[config.mk]
export PLATFORM = sky130hd
export DESIGN_NAME = mem_bus_ctrl
export DESIGN_NICKNAME = d
export VERILOG_FILES = /design/src/rtl/mem_bus_ctrl.sv
export SDC_FILE = /design/constraint.sdc
export NUM_CORES = 1
export LEC_CHECK = 0
export CORE_MARGIN = 4
export CORE_UTILIZATION = 36
export DETAILED_ROUTE_END_ITERATION = 6
export PLACE_DENSITY_LB_ADDON = 0.25
export SLEW_MARGIN = 25
export SYNTH_ARGS = -nofsm -noshare
export SYNTH_HDL_FRONTEND = slang
export SYNTH_SLANG_ARGS = --single-unit
[constraint.sdc]
create_clock -name clk -period 1.7 [get_ports clk]
set_clock_uncertainty 0.15 [all_clocks]
set_input_delay 0.17 -clock clk [delete_from_list [all_inputs] [get_ports clk]]
set_output_delay 0.17 -clock clk [all_outputs]
set_load 0.1 [all_outputs]
[src/rtl/mem_bus_ctrl.sv]
// MEM-stage bus access sequencer: alignment check, request/grant arbitration and bus cycle control.
// Optional ACCESS timeout abort is compiled in with `define MEM_BUS_TIMEOUT_EN.
module mem_bus_ctrl #(
  parameter int TIMEOUT_CYCLES = 255
) (
  input  logic        clk,
  input  logic        rst,
  input  logic        ex_as,
  input  logic        ex_rw,
  input  logic [31:0] ex_addr,
  input  logic [31:0] ex_wr_data,
  input  logic        stall,
  input  logic        flush,
  output logic        busy,
  output logic [31:0] rd_data,
  output logic        miss_align,
  output logic        bus_req_,
  input  logic        bus_grnt_,
  output logic [29:0] bus_addr,
  output logic        bus_as_,
  output logic        bus_rw,
  output logic [31:0] bus_wr_data,
  input  logic [31:0] bus_rd_data,
  input  logic        bus_rdy_
`ifdef MEM_BUS_TIMEOUT_EN
  ,
  output logic        bus_err
`endif
);

  typedef enum logic [1:0] {IDLE, REQ, ACCESS, STALL} state_t;

  state_t      state;
  logic [31:0] rd_hold;
  logic        valid;
  logic        done;
  logic        timeout;
  logic        fin;
  logic [31:0] read_val;

  assign miss_align = ex_as & (ex_addr[1:0] != 2'b00);
  assign valid      = ex_as & ~miss_align & ~flush & ~stall;
  assign done       = (state == ACCESS) & ~bus_rdy_;

`ifdef MEM_BUS_TIMEOUT_EN
  logic [7:0] to_cnt;
  // Fires on the TIMEOUT_CYCLES-th not-ready ACCESS cycle (counter starts at 0 on entry).
  assign timeout = (state == ACCESS) & bus_rdy_ & (to_cnt == 8'(TIMEOUT_CYCLES - 1));
  assign bus_err = timeout;
`else
  assign timeout = 1'b0;
`endif

  assign fin      = done | timeout;
  // Writes and flushed reads return zero so nothing stale reaches the MEM register.
  assign read_val = (bus_rw | flush) ? 32'h0 : bus_rd_data;

  always_comb begin
    busy    = 1'b0;
    rd_data = 32'h0;
    case (state)
      IDLE:   busy = valid;
      REQ:    busy = 1'b1;
      ACCESS: begin
        busy = ~fin;
        if (done) rd_data = read_val;
      end
      STALL:  rd_data = rd_hold;
      default: begin
        busy    = 1'b0;
        rd_data = 32'h0;
      end
    endcase
  end

  always_ff @(posedge clk) begin
    if (rst) begin
      state       <= IDLE;
      bus_req_    <= 1'b1;
      bus_as_     <= 1'b1;
      bus_addr    <= 30'h0;
      bus_rw      <= 1'b0;
      bus_wr_data <= 32'h0;
      rd_hold     <= 32'h0;
`ifdef MEM_BUS_TIMEOUT_EN
      to_cnt      <= 8'h0;
`endif
    end else begin
      bus_as_ <= 1'b1;
      case (state)
        IDLE: begin
          if (valid) begin
            bus_addr    <= ex_addr[31:2];
            bus_rw      <= ex_rw;
            bus_wr_data <= ex_wr_data;
            bus_req_    <= 1'b0;
            state       <= REQ;
          end
        end
        REQ: begin
          // Grant wins over a same-cycle flush: once granted the bus cycle must run.
          if (!bus_grnt_) begin
            bus_as_ <= 1'b0;
            state   <= ACCESS;
`ifdef MEM_BUS_TIMEOUT_EN
            to_cnt  <= 8'h0;
`endif
          end else if (flush) begin
            bus_req_ <= 1'b1;
            state    <= IDLE;
          end
        end
        ACCESS: begin
`ifdef MEM_BUS_TIMEOUT_EN
          if (bus_rdy_) to_cnt <= to_cnt + 8'h1;
`endif
          if (fin) begin
            bus_req_ <= 1'b1;
            rd_hold  <= done ? read_val : 32'h0;
            state    <= (stall & ~flush) ? STALL : IDLE;
          end
        end
        STALL: begin
          if (!stall || flush) state <= IDLE;
        end
        default: state <= IDLE;
      endcase
    end
  end

endmodule

# ---- After elaboration in Yosys (flattened, before gate mapping)
# Cells that the tools add are included.
dict set report totals {
  out_inout_bits 99
  register_bits 99
  inputBits 104
}
dict set report classes {
  n_mux 17
  bitwise 13
  eq_ne 9
  reduce_logical 10
}
# operator count
set ops {}
lappend ops {{32-bit two-way mux} 2}
lappend ops {{32-bit case mux with 2 select lines} 1}
lappend ops {{2-bit two-way mux} 6}
lappend ops {{2-bit != test (second input constant)} 5}
lappend ops {{2-bit case mux with 4 select lines} 1}
lappend ops {{1-bit bitwise AND} 6}
lappend ops {{1-bit inverter} 6}
lappend ops {{1-bit case mux with 3 select lines} 2}
lappend ops {{1-bit two-way mux} 5}
lappend ops {{5-bit AND reduction} 1}
lappend ops {{2-bit == test (second input constant)} 2}
lappend ops {{2-bit AND reduction} 2}
lappend ops {{4-bit AND reduction} 1}
lappend ops {{3-bit != test (second input constant)} 1}
lappend ops {{3-bit nonzero test} 1}
lappend ops {{2-bit by 1-bit == test with 1-bit output (second input constant)} 1}
lappend ops {{2-bit logical NOT} 1}
lappend ops {{2-bit nonzero test} 1}
lappend ops {{2-bit OR reduction} 1}
lappend ops {{1-bit logical NOT} 1}
lappend ops {{1-bit logical OR} 1}
lappend ops {{1-bit bitwise OR} 1}

# ---- Logic depth before layout (Yosys ltp)
dict set report depth {
  ltp_word 8
  depth_mapped 8
  ltp_nobuf 6
}

# ---- Worst setup path before layout
# Ideal clock, no wire load.
dict set report synth_timing {
  kind {reg-to-output}
  start {reg state[0]}
  end {out busy}
  arrival_time_ns 2.478
  path_stages_with_launch 6
  required_time_ns 1.380
  slack_ns -1.098
  cell_sequence {dfxtp_1 -> inv_1 -> ha_1 -> nand4_2 -> buf_2 -> a21oi_1}
}
dict set report synth_between {
  elab_chain_cells 4
  elab_cells_between_ends 6
}
# item line_no
set synth_rtl {}
lappend synth_rtl {{from (decl)} 33} ;# state_t state;
lappend synth_rtl {{from (signal assigned)} 120} ;# state <= (stall & ~flush) ? STALL : IDLE;
lappend synth_rtl {{2-bit == test} {43, 61}}
lappend synth_rtl {{1-bit bitwise AND} 43} ;# assign done = (state == ACCESS) & ~bus_rdy_;
lappend synth_rtl {{1-bit inverter} 65} ;# busy = ~fin;
lappend synth_rtl {{1-bit case mux with 3 select lines *} 61} ;# case (state)
lappend synth_rtl {{to (decl)} 14} ;# output logic busy,
# Every way passes the cells marked *; elsewhere a longest branch is shown, timed or not.

# ---- Worst setup path after layout
dict set report layout_timing {
  start {reg state[0]}
  end {out rd_data[13]}
}
dict set report layout_between {
  elab_chain_cells 4
  elab_cells_between_ends 5
}
# item line_no
set layout_rtl {}
lappend layout_rtl {{2-bit == test} {43, 61}}
lappend layout_rtl {{1-bit bitwise AND} 43}
lappend layout_rtl {{32-bit two-way mux} 66} ;# if (done) rd_data = read_val;
lappend layout_rtl {{32-bit case mux with 2 select lines *} 61}
lappend layout_rtl {{to (decl)} 15} ;# output logic [31:0] rd_data,
# Marks and branches as above.

==> results.ini <==
[placement]
dp_slack_ns = -0.347
hpwl_mm = 9.53
portBuffers = 202
gp_congestion = 0.781
placed_cells = 791

[clocking]
path_clk_slew_ns = 0.10
htree_levels = 3
cts-root-buf = clkbuf_8
cts-buffers-inserted = 9
tritoncts = built
cts_max_path_buffers = 2
worstSkewPairLatency_ns = 0.36
clock_sinks = 99

[synth]
synth_async_sr_flop_share_pct = 0
synth_area_leader_cell = dfxtp_1
postSynthAreaPerCell_um2 = 8.58
yosys.cell_types.count = 31
yosys.area.top_type_share_pct = 50.1
synth_common_cells = nand2_1 (128), dfxtp_1 (99), a21oi_1 (70)
synth.area.top_cells = dfxtp_1 (50%), nand2_1 (12%), a21oi_1 (8.9%)
ys_seq_elements = 99
yosysSeqAreaShare_pct = 50.1
yosysMostFrequentCell = nand2_1
synth_warnings = 0
syn-cell-area_um2 = 3960
syn_nets = 571
ys.flop_type = dfxtp_1
synth_edf_count = 0
syn_inst = 461

[routing]
wl_per_cell_um = 19.2
drtAntennaViolNets = 0
met2WireLength_mm = 7.94
num_vias = 4442
dr.pass1.iters = 6
detail_route.vias_per_cell = 5.26
drc_errors = 0
drtIter0Drc = 229
wl_mm = 16.2
wl_met1_mm = 6.66
top_layer = met4
met3_length_mm = 1.21

[finish]
area_delta_synth_final_pct = 117
nets = 809
finalNonFillerCells = 844
final_util_pct = 79.7
antennaDiodeCount = 0
layout-drive-gt1-share_pct = 43.2

[run_status]
status = finished, violations left
violations = negative setup slack

[setup_path]
cp_max_fo = 7
required_ns = 1.38
reg2reg_from = state[0]$_SDFFE_PP0P_
regToRegEndpoint = rd_hold[22]$_SDFFE_PP0P_
end_kind = output pin
arrival_ns = 1.79
reg2reg_slack_ns = -0.22
start_kind = flop
rr_worst_depth = 12
path_class = reg2out

[sta]
finalHoldViolCount = 0
period_share_pct = 124
setup_viol = 116
worst_pin_slew_ns = 0.636
rsz0062_at_grt = true
slew_headroom_pct = 57.6
setup-tns-final_ns = -20.57
drv_slew = 0
fin_crit_ns = 2.11
max_freq_mhz = 475
fin_ws_ns = -0.406

[power_and_ir_drop]
p_seq_share_pct = 50.2
intPower_mw = 3.41
combPwrFrac_pct = 19.8
swShare_pct = 27.9
power_density_nw_per_um2 = 550
p_leak_nw = 3.28
totalPowerFinal_mw = 4.73
power.switching_mw = 1.32
max-vdd-ir-drop_mv = 0.372
p_clk_share_pct = 30.0

[worst_hold_path]
hold_path.class = in2reg
min_to = bus_addr[9]$_SDFFE_PP0P_
min_from = ex_addr[11]
whs_path_depth = 3

[grt]
grt_pass1_vias = 4331
grtUsageTotal_pct = 20.9
grt_pass1_wl_mm = 21.7
grt_max_degree = 54
antenna_found_initial = 0
grt.overflow.total = 0

[floorplanning]
die_w_um = 113
pin_count = 203
core_um2 = 10800
die_y_um = 113
start_util_pct = 36.7
rows = 38
die-area_um2 = 12700

[flow_run]
cap_violations = 0

==> what timing repair did <==
| item | CTS | global route |
|---|---|---|
| pin swaps | 14 | 12 |
| setup buffers | 15 | 9 |
| cloned | 4 | 15 |
| endpoints found under the setup margin | 45 | 131 |
| hold buffers | 1 | 0 |
| endpoints found under the hold margin | 4 | 0 |
| resized for setup | 43 | 72 |
==> worst max-delay path, stage by stage (launching register included) <==
cell	delay (ns)
dfxtp_2	0.33
inv_2	0.07
ha_4	0.15
nand2b_4	0.06
nor3_4	0.16
buf_6	0.19
clkbuf_16	0.18
a22o_4	0.13
buf_12	0.16
==> layout by cell type (no fill, tap or decap), types with 2 or more instances in the layout <==
master,n
ha_4,3
clkinvlp_4,3
or2_2,2
and4_4,2
dfxtp_2,2
nand2_4,3
a21oi_2,30
nand2_2,17
clkbuf_8,11
a22oi_1,12
a21oi_4,2
a21oi_1,38
buf_6,16
dfxtp_1,96
nor2_2,3
ha_1,2
clkbuf_16,8
clkdlybuf4s50_1,101
a22oi_2,21
buf_12,103
nand2_1,108
buf_16,3
clkinv_2,2
buf_4,25
a22o_4,32
buf_8,5
nor2_1,32
==> stage by stage <==
step | hold slack, ns | cell area, um^2
after floorplan | 0.148 | 4270
after global placement | 0.243 | 7470
after detailed placement | 0.248 | 7470
after CTS | 0.181 | 8090
after global routing | 0.180 | 8600
final | 0.201 | 8600
==> power groups by stage <==
stage | Clock (mW) | Combinational, mW | Sequential, mW
after global placement | 0 | 0.804 | 2.43
final | 1.42 | 0.936 | 2.37
after CTS | 1.44 | 0.862 | 2.37
after global routing | 1.53 | 0.975 | 2.38
after detailed placement | 0 | 0.812 | 2.43
after floorplan | 0 | 0.184 | 2.59
==> per-layer routing <==
layer / vias up / global-route usage [%]
met4: 0 / 7.21
li1: 2077 / -
met5: - / 0
met3: 31 / 5.99
met2: 212 / 35.0
met1: 2122 / 25.8
==> cell families (layout without fill, tap and decap cells) <==
| logic type | Yosys count | count (layout) | share of synthesized area [%] |
|---|---|---|---|
| compound gates | 140 | 140 | 23.8 |
| fa+ha+maj | 6 | 6 | 1.90 |
| buf+inv | 40 | 282 | 6.01 |
| flops | 99 | 99 | 50.1 |
| simple gates | 176 | 177 | 18.2 |
==> registers in the layout, summed over array words and instances (netlist names) <==
signal       flops
bus_as_          1
bus_wr_data     32
bus_rw           1
bus_req_         1
rd_hold         32
bus_addr        30
state            2
==> worst max path at each step <==
stage,depth (start not counted),from,slack [ns],endpoint
3_5_place_dp,5,flush,-0.35,rd_data[14]
3_3_place_gp,5,flush,-0.32,rd_data[16]
6_report,8,state[0]$_SDFFE_PP0P_,-0.41,rd_data[13]
4_1_cts,9,state[0]$_SDFFE_PP0P_,-0.50,rd_data[22]
2_1_floorplan,7,state[0]$_SDFFE_PP0P_,-0.28,rd_data[10]
5_1_grt,8,state[0]$_SDFFE_PP0P_,-0.51,rd_data[11]
==> final cells by class <==
cell class	instances	area, um^2
timing repair buffer	264	3850
multi-input combinational	323	2390
fill	553	2190
sequential	99	1990
tap	140	175
clock buffer	12	155
clock inverter	4	25.0
inverter	2	11.3
(Power assumes the default switching activity.)
